[config.mk]
export PLATFORM = sky130hd
export DESIGN_NAME = gfx256_write_combiner
export DESIGN_NICKNAME = d
export VERILOG_FILES = /design/src/rtl/gfx256_write_combiner.sv
export SDC_FILE = /design/constraint.sdc
export NUM_CORES = 1
export LEC_CHECK = 0
export ABC_AREA = 1
export BUFFER_PORTS_ARGS = -buffer_cell sky130_fd_sc_hd__buf_2
export CORE_ASPECT_RATIO = 1.2
export CORE_MARGIN = 5
export CORE_UTILIZATION = 45
export CTS_CLUSTER_DIAMETER = 150
export DETAILED_ROUTE_END_ITERATION = 6
export PLACE_DENSITY = 0.81
export SLEW_MARGIN = 20
export SYNTH_ARGS = -nofsm -noshare
export SYNTH_HDL_FRONTEND = slang
export SYNTH_SLANG_ARGS = --single-unit
[constraint.sdc]
create_clock -name clk_i -period 10.3 [get_ports clk_i]
set_input_delay 1.03 -clock clk_i [delete_from_list [all_inputs] [get_ports clk_i]]
set_output_delay 1.03 -clock clk_i [all_outputs]
set_load 0.01 [all_outputs]
[src/rtl/gfx256_write_combiner.sv]
// Pixel write combiner: merges same-line pixel writes into one 256-bit Wishbone-style line write.
// Optional idle flush of a partly filled line is enabled by defining GFX_WC_TIMEOUT_EN.
module gfx256_write_combiner #(
  parameter int unsigned ADDR_W  = 32,
  parameter int unsigned TIMEOUT = 64
) (
  input  logic              clk_i,
  input  logic              rst_i,
  input  logic              pix_valid_i,
  output logic              pix_ready_o,
  input  logic [ADDR_W-1:0] pix_addr_i,
  input  logic [31:0]       pix_color_i,
  input  logic [1:0]        color_depth_i,
  input  logic              flush_i,
  output logic              idle_o,
  output logic              m_cyc_o,
  output logic              m_stb_o,
  output logic              m_we_o,
  output logic [ADDR_W-1:0] m_adr_o,
  output logic [31:0]       m_sel_o,
  output logic [255:0]      m_dat_o,
  input  logic              m_ack_i
);

  localparam int unsigned LINE_BYTES = 32;
  localparam int unsigned LINE_W     = 256;
  localparam int unsigned OFS_W      = 5;
  localparam int unsigned TAG_W      = ADDR_W - OFS_W;

  typedef enum logic [1:0] {ST_EMPTY, ST_FILL, ST_WRITE} state_e;

  state_e                state_q, state_d;
  logic [TAG_W-1:0]      tag_q, tag_d;
  logic [LINE_BYTES-1:0] sel_q, sel_d;
  logic [LINE_W-1:0]     dat_q, dat_d;

  logic [OFS_W-1:0]      pix_ofs;
  logic [TAG_W-1:0]      pix_tag;
  logic [3:0]            sel1;
  logic [31:0]           color_mask;
  logic [LINE_BYTES-1:0] pix_sel;
  logic [LINE_W-1:0]     pix_dat;
  logic [LINE_W-1:0]     pix_bmask;
  logic                  tag_hit;
  logic                  accept;
  logic                  to_fire;

  // Align one pixel into line position; lanes shifted past byte 31 fall off.
  always_comb begin
    pix_ofs = pix_addr_i[OFS_W-1:0];
    pix_tag = pix_addr_i[ADDR_W-1:OFS_W];
    unique case (color_depth_i)
      2'd0: sel1 = 4'h1;
      2'd1: sel1 = 4'h3;
      2'd2: sel1 = 4'h7;
      2'd3: sel1 = 4'hF;
    endcase
    color_mask = {{8{sel1[3]}}, {8{sel1[2]}}, {8{sel1[1]}}, {8{sel1[0]}}};
    pix_sel    = {28'd0, sel1} << pix_ofs;
    pix_dat    = LINE_W'(pix_color_i & color_mask) << {pix_ofs, 3'b000};
    for (int b = 0; b < LINE_BYTES; b++) begin
      pix_bmask[8*b +: 8] = {8{pix_sel[b]}};
    end
  end

  assign tag_hit = (pix_tag == tag_q);
  assign accept  = pix_valid_i && pix_ready_o;

  always_ff @(posedge clk_i or posedge rst_i) begin
    if (rst_i) begin
      state_q <= ST_EMPTY;
      tag_q   <= '0;
      sel_q   <= '0;
      dat_q   <= '0;
    end else begin
      state_q <= state_d;
      tag_q   <= tag_d;
      sel_q   <= sel_d;
      dat_q   <= dat_d;
    end
  end

  always_comb begin
    state_d = state_q;
    tag_d   = tag_q;
    sel_d   = sel_q;
    dat_d   = dat_q;
    case (state_q)
      ST_EMPTY: begin
        if (accept) begin
          tag_d   = pix_tag;
          sel_d   = pix_sel;
          dat_d   = pix_dat;
          state_d = ST_FILL;
        end
      end
      ST_FILL: begin
        if (accept) begin
          sel_d = sel_q | pix_sel;
          dat_d = (dat_q & ~pix_bmask) | pix_dat;
        end
        // A same-tag pixel accepted alongside flush is merged before the write.
        if ((pix_valid_i && !tag_hit) || flush_i || to_fire) begin
          state_d = ST_WRITE;
        end
      end
      ST_WRITE: begin
        if (m_ack_i) begin
          sel_d   = '0;
          state_d = ST_EMPTY;
        end
      end
      default: state_d = ST_EMPTY;
    endcase
  end

  always_comb begin
    pix_ready_o = 1'b0;
    idle_o      = 1'b0;
    m_cyc_o     = 1'b0;
    m_stb_o     = 1'b0;
    m_we_o      = 1'b0;
    m_adr_o     = '0;
    m_sel_o     = '0;
    m_dat_o     = '0;
    case (state_q)
      ST_EMPTY: begin
        pix_ready_o = 1'b1;
        idle_o      = 1'b1;
      end
      ST_FILL:  pix_ready_o = tag_hit;
      ST_WRITE: begin
        m_cyc_o = 1'b1;
        m_stb_o = 1'b1;
        m_we_o  = 1'b1;
        m_adr_o = {tag_q, OFS_W'(0)};
        m_sel_o = sel_q;
        m_dat_o = dat_q;
      end
      default: ;
    endcase
  end

`ifdef GFX_WC_TIMEOUT_EN
  localparam logic [15:0] TO_LAST = 16'(TIMEOUT - 1);

  logic [15:0] to_cnt_q, to_cnt_d;

  assign to_fire = (state_q == ST_FILL) && (to_cnt_q == TO_LAST) && !accept;

  // Counts idle FILL cycles; any accept or leaving FILL restarts it.
  always_comb begin
    to_cnt_d = '0;
    if ((state_q == ST_FILL) && (state_d == ST_FILL) && !accept) begin
      to_cnt_d = to_cnt_q + 16'd1;
    end
  end

  always_ff @(posedge clk_i or posedge rst_i) begin
    if (rst_i) to_cnt_q <= '0;
    else       to_cnt_q <= to_cnt_d;
  end
`else
  logic unused_timeout;
  assign to_fire        = 1'b0;
  assign unused_timeout = ^TIMEOUT;
`endif

endmodule

==> results of run 1 <==
[state kept, by name (all words and copies together), names as in the netlist]
register,cells
tag_q,27
sel_q,32
state_q,2
dat_q,256
[cell usage in the layout (no fill, tap or decap), drive strengths merged]
cell	instances
inv	414
a31oi	16
nand4	57
or2	2
o21ai	369
dfrtp	317
clkinv	5
nor2	101
clkbuf	53
nand3b	1
xnor2	21
xor2	1
buf	418
nand2	1497
conb	5
bufinv	3
o31ai	14
o22ai	5
diode	3
ha	3
nand3	268
o32ai	8
a21oi	31
[Yosys cell counts, types with 8 or more instances]
master    count  area share, %
nand2_1    1494             27
inv_1       407            7.3
dfrtp_1     317             38
o21ai_0     264            6.3
nand3_1     263            6.3
clkbuf_1    136            2.4
o21ai_1     103            2.5
nor2_1       99            1.8
nand4_1      57            1.7
buf_2        45            1.1
a21oi_1      31           0.74
buf_1        21           0.38
xnor2_1      21           0.88
buf_6        19            1.0
a31oi_1      16           0.48
o31ai_1      14           0.50
buf_4         8           0.29
o32ai_1       8           0.34
[worst max-delay path: cells and delay by family, from the launching register on]
family | cells | cell delay, ps
fa+ha+maj | 1 | 480
buf+inv | 5 | 1960
flops | 1 | 400
simple gates | 1 | 180
[cell families after synthesis]
logic type | Yosys count
xor gates and xnor gates | 22
AOI/OAI and AO/OA | 443
other | 1
DFF | 317
buffers and inverters | 646
adders and majority gates | 3
and+or+nand+nor | 1926
[area by class of cell]
| cell class | count | share of cell area [%] |
|---|---|---|
| multi-input cells | 2399 | 43.08 |
| flip-flops and latches | 317 | 33.01 |
| repair buffers | 418 | 9.186 |
| inverters | 414 | 6.546 |
| clock buffers | 53 | 4.426 |
| well taps | 616 | 3.208 |
| clock inverters | 8 | 0.5103 |
| diodes | 3 | 0.03124 |
[metal layers]
metal / GRT usage (%) / vias to the layer above / wire (um)
li1: - / 10870 / -
met4: 15.52 / 2 / 4737
met5: 0 / - / 12
met3: 5.477 / 242 / 8645
met2: 46.93 / 1347 / 35750
met1: 40.38 / 10530 / 31190
[how the worst max path moves through the flow]
stage          depth (start not counted)      endpoint           start  slack, ps
2_1_floorplan                          1      dat_q[0]           rst_i        500
6_report                               7  m_dat_o[234]      state_q[0]       5450
5_1_grt                                7   m_dat_o[49]      state_q[0]       5170
4_1_cts                                7   m_dat_o[29]      state_q[0]       5470
3_5_place_dp                          12      dat_q[5]  pix_addr_i[30]       5870
3_3_place_gp                          12      dat_q[2]  pix_addr_i[30]       6020
[through the flow]
step | util [%] | setup slack (ps) | total power [mW] | instance area, um^2
2_1_floorplan | - | 498.8 | 3.262 | 20930
6_report | 52.30 | 5448 | 5.221 | 24030
3_3_place_gp | 49.57 | 6019 | 3.827 | 22780
4_1_cts | 52.15 | 5475 | 5.189 | 23960
3_5_place_dp | 49.57 | 5871 | 3.869 | 22780
5_1_grt | 52.30 | 5171 | 5.528 | 24030
[where the power goes]
| part | switching (mW) | internal (mW) |
|---|---|---|
| combinational | 1.43 | 0.533 |
| sequential | 0.336 | 1.60 |
| clock | 0.538 | 0.788 |
| total | 2.30 | 2.92 |
==> impl_metrics.csv, run 1 <==
group,metric,value,unit
logic_synthesis,synth_cell_type_count,35,
critical_path,reg2reg_depth,8,
clocking,cts_buffers,35,
clocking,cts_tree,"done",
timing,grt_setup_unrepaired,"no",
drt,drt_iter0_drc,2554,
drt,dr.pass1.iters,6,
global_routing,grt_pass1_vias,21130,
timing,drv_slew,0,
logic_synthesis,syn_inst,3358,
worst_hold_path,hold_class,"reg -> reg",
die,rows,86,
logic_synthesis,synth_seq_cells,317,
global_routing,grt_pass1_wl,121400,um
cells_and_area,syn_to_final_growth,14.90,%
clocking,cts_resized,0,
die,ios,396,
critical_path,r2r_slack,6540,ps
logic_synthesis,synth_top_family_by_area,"simple AND/OR/NAND/NOR gates",
timing,max-slew-margin-rel,19.83,%
cells_and_area,multi_input_area,10350,um^2
clocking,clockRootBuffer,"clkbuf_16",
timing,hold_slack,486.7,ps
run,drv_cap,0,
die,core,45950,um^2
critical_path,cp.arrival,3820,ps
timing,finalHoldViolations,0,
place,place_inst,4162,
drt,drc_errors,0,
logic_synthesis,synth_simple_gate_area_share,37.10,%
timing,finClkSkew,15.58,ps
die,die_x,206.8,um
clocking,hold_buffers,0,
logic_synthesis,synth_warnings,0,
cells_and_area,final_cell_count_no_fill,4228,
drt,viasPerCell,5.438,
worst_hold_path,worstHoldPathCells,2,
logic_synthesis,synth_edf_count,0,
critical_path,slowest_stage,"buf_4",
power_and_ir_drop,p_per_area,217.3,nW/um^2
logic_synthesis,synth_flop_cell,"dfrtp_1",
global_routing,antenna_found_initial,4,
timing,max_freq,206.1,MHz
global_routing,overflow,0,
cells_and_area,nFillCells,4733,
cells_and_area,final_layout_size_suffix_gt1_share,13.85,%
drt,wirelength,80340,um
timing,worst_slew_pin_slew,1195,ps
die,initial_core_util,45.51,%
drt,routedWlPerCell,19.00,um
critical_path,crit_chain,"inv_1 -> ha_4 -> buf_4 -> buf_4 -> nand2_1 -> inv_1 -> buf_2",
clocking,htreeDepth,2,
place,gp_congestion,0.9492,
cells_and_area,nets,3659,
drt,vias,22990,
clocking,clock_latency,530,ps
global_routing,track_usage,30.22,%
logic_synthesis,async_flop_share,100.0,%
critical_path,crit_path_end_kind,"primary output",
critical_path,critPathLaunchType,"register",
die,die_y,246.1,um
drt,antenna_left,0,
timing,final.min_clock_period,4852,ps
clocking,clk_path_buf_depth,3,
clocking,cts.sinks,317,
clocking,clk_pin_slew,60,ps
critical_path,rr_startpoint,"state_q[1]",
logic_synthesis,syn-cell-area,20910,um^2
outcome,status,"finished, final reports clean",
logic_synthesis,syn_area_per_cell,6.227,um^2
critical_path,reg2reg_to,"dat_q[159]",
critical_path,cp_max_fo,97,
logic_synthesis,synth-seq-area-share,37.93,%
cells_and_area,seq_area,7933,um^2
timing,setup_viol,0,
logic_synthesis,yosys-mux-area-fraction,0,%
place,hpwl,54780,um
timing,fin_crit_sh,47.11,%
timing,setup_tns,0,ps
worst_hold_path,min_from,"dat_q[62]",
logic_synthesis,synthAdderAreaFrac,0.1795,%
global_routing,grt_max_degree,113,
clocking,post-cts-setup-buffers,0,
logic_synthesis,synth_compound_area_share,11.08,%
critical_path,slowest_delay,810,ps
power_and_ir_drop,p_leak,14.88,nW
place,io_buffer_count,390,
worst_hold_path,hold_end,"dat_q[62]",
critical_path,criticalPathCategory,"reg -> out",
power_and_ir_drop,ir_drop,0.1617,mV
critical_path,cp.required,9270,ps
die,die_area,50900,um^2
logic_synthesis,synthXorXnorAreaFrac,0.9214,%
Power figures use the tool's default switching activity.
==> inputs of run 2 (changes only) <==
--- a/config.mk
+++ b/config.mk
@@ -12,7 +12,7 @@
 export CORE_UTILIZATION = 45
 export CTS_CLUSTER_DIAMETER = 150
 export DETAILED_ROUTE_END_ITERATION = 6
-export PLACE_DENSITY = 0.81
+export PLACE_DENSITY = 0.78
 export SLEW_MARGIN = 20
 export SYNTH_ARGS = -nofsm -noshare
 export SYNTH_HDL_FRONTEND = slang
==> constraint.sdc (replaced) <==
create_clock -name clk_i -period 4.5 [get_ports clk_i]
set_input_delay 0.45 -clock clk_i [delete_from_list [all_inputs] [get_ports clk_i]]
set_output_delay 0.45 -clock clk_i [all_outputs]
set_load 0.01 [all_outputs]
==> impl_metrics.csv, run 2 (synthesis results as in run 1) <==
group,metric,value,unit
critical_path,crit_top_cell,"nand2_1",
clocking,clk_pin_slew,60,ps
power_and_ir_drop,clkPwrFrac,25.6,%
critical_path,cp_max_fo,79,
drt,dr.pass1.iters,6,
clocking,cts_tree,"done",
critical_path,criticalPathCategory,"reg -> reg",
global_routing,track_usage,30.14,%
die,rows,86,
clocking,cts_resized,0,
global_routing,grt_pass1_vias,20790,
critical_path,reg2reg_to,"dat_q[25]",
power_and_ir_drop,power.internal,6.754,mW
global_routing,grt_max_degree,126,
global_routing,overflow,0,
run,drv_cap,0,
place,hpwl,55500,um
drt,vias,22920,
critical_path,crit_path_end_kind,"register",
clocking,post-cts-setup-buffers,0,
timing,grt_setup_unrepaired,"no",
timing,finalHoldViolations,0,
critical_path,crit_chain,"inv_1 -> ha_1 -> nand3_1 -> nand2_2 -> nand2_8 -> inv_6 -> buf_12 -> nand2_1 -> nand2_1",
drt,drt_iter0_drc,2714,
place,gp_congestion,1.004,
cells_and_area,nets,3678,
critical_path,cp_top_family,"buffers and inverters",
timing,drv_slew,0,
timing,fin_crit_sh,69.45,%
drt,viasPerCell,5.393,
die,ios,396,
clocking,cts.sinks,317,
die,core,45950,um^2
power_and_ir_drop,p_leak,14.99,nW
cells_and_area,final_common_cell,"nand2_1",
power_and_ir_drop,seqPwrFrac,36.5,%
timing,setup_viol,0,
clocking,clk_path_buf_depth,3,
clocking,clock_latency,540,ps
cells_and_area,final_cell_count_no_fill,4250,
critical_path,rr_startpoint,"state_q[1]",
clocking,cts_buffers,36,
timing,hold_slack,105.9,ps
drt,drc_errors,0,
die,die_y,246.1,um
timing,finClkSkew,15.39,ps
critical_path,slowest_delay,600,ps
critical_path,reg2reg_depth,9,
clocking,hold_buffers,0,
timing,max_freq,320.0,MHz
critical_path,critPathLaunchType,"register",
power_and_ir_drop,p_per_area,497.6,nW/um^2
timing,worst_slew_pin_slew,1167,ps
place,place_inst,4182,
timing,final.min_clock_period,3125,ps
critical_path,path_buf_inv,3,
cells_and_area,reg_top3,"dat_q: 256 flops, sel_q: 32 flops, tag_q: 27 flops",
die,initial_core_util,45.51,%
cells_and_area,final_layout_size_suffix_gt1_share,14.41,%
critical_path,cp.arrival,3610,ps
global_routing,antenna_found_initial,5,
power_and_ir_drop,switching_share,43.97,%
critical_path,cp.required,4980,ps
timing,max-slew-margin-rel,22.19,%
cells_and_area,layout_common_cells,"1,494 x nand2_1, 402 x inv_1, 388 x buf_2",
power_and_ir_drop,p_switching,5.300,mW
clocking,htreeDepth,2,
cells_and_area,largest_reg_flops,256,
drt,wirelength,80330,um
critical_path,r2r_slack,1370,ps
die,die_x,206.8,um
clocking,clockRootBuffer,"clkbuf_16",
cells_and_area,largest-register,"dat_q",
outcome,status,"finished, final reports clean",
worst_hold_path,hold_class,"in -> async",
cells_and_area,syn_to_final_growth,15.84,%
die,die_area,50900,um^2
critical_path,slowest_stage,"inv_6",
drt,antenna_left,0,
power_and_ir_drop,comb_power_share,37.9,%
global_routing,grt_pass1_wl,120900,um
cells_and_area,nFillCells,4729,
place,io_buffer_count,390,
power_and_ir_drop,ir_drop,0.3765,mV
drt,routedWlPerCell,18.90,um
==> run 2: power by group through the flow <==
stage | Combinational [mW] | Clock [mW] | Sequential [mW]
finish | 4.56 | 3.09 | 4.40
global route | 5.05 | 3.23 | 4.49
CTS | 4.53 | 3.11 | 4.38
detailed placement | 4.50 | 0 | 4.43
global placement | 4.43 | 0 | 4.42
floorplan | 3.31 | 0 | 4.16
==> run 2: how the worst max path moves through the flow <==
stage / start / end / slack (ps) / depth (start not counted)
floorplan: rst_i / dat_q[0] / -170 / 1
global placement: pix_addr_i[21] / dat_q[50] / 1390 / 13
detailed placement: pix_addr_i[21] / dat_q[45] / 1310 / 13
CTS: state_q[1] / dat_q[166] / 1420 / 9
global route: tag_q[21] / dat_q[246] / 1200 / 14
finish: state_q[1] / dat_q[25] / 1370 / 9
==> run 2: final cells by class <==
cell class	count	area, um^2	share of cell area [%]
Antenna cell	4	10.01	0.04132
Clock buffer	49	1051	4.339
Clock inverter	15	160.2	0.6612
Inverter	414	1569	6.477
Multi-Input combinational cell	2399	10350	42.74
Sequential cell	317	7933	32.75
Tap cell	616	770.7	3.182
Timing Repair Buffer	436	2377	9.814
==> run 2: layer usage <==
metal	track usage, %	share of wire (%)
met5	0	0.0087
met1	40.98	39
met2	46.16	45
met3	5.582	10
met4	14.97	5.6
==> run 2: through the flow <==
step / utilization [%] / total power, mW / cell area, um^2 / setup TNS [ps] / setup slack (ps)
after floorplan: - / 7.468 / 20930 / -55420 / -174.8
after global routing: 52.72 / 12.78 / 24220 / 0 / 1200
after global placement: 50.05 / 8.844 / 23000 / 0 / 1393
after CTS: 52.69 / 12.02 / 24210 / 0 / 1421
final: 52.72 / 12.05 / 24220 / 0 / 1375
after detailed placement: 50.05 / 8.928 / 23000 / 0 / 1307
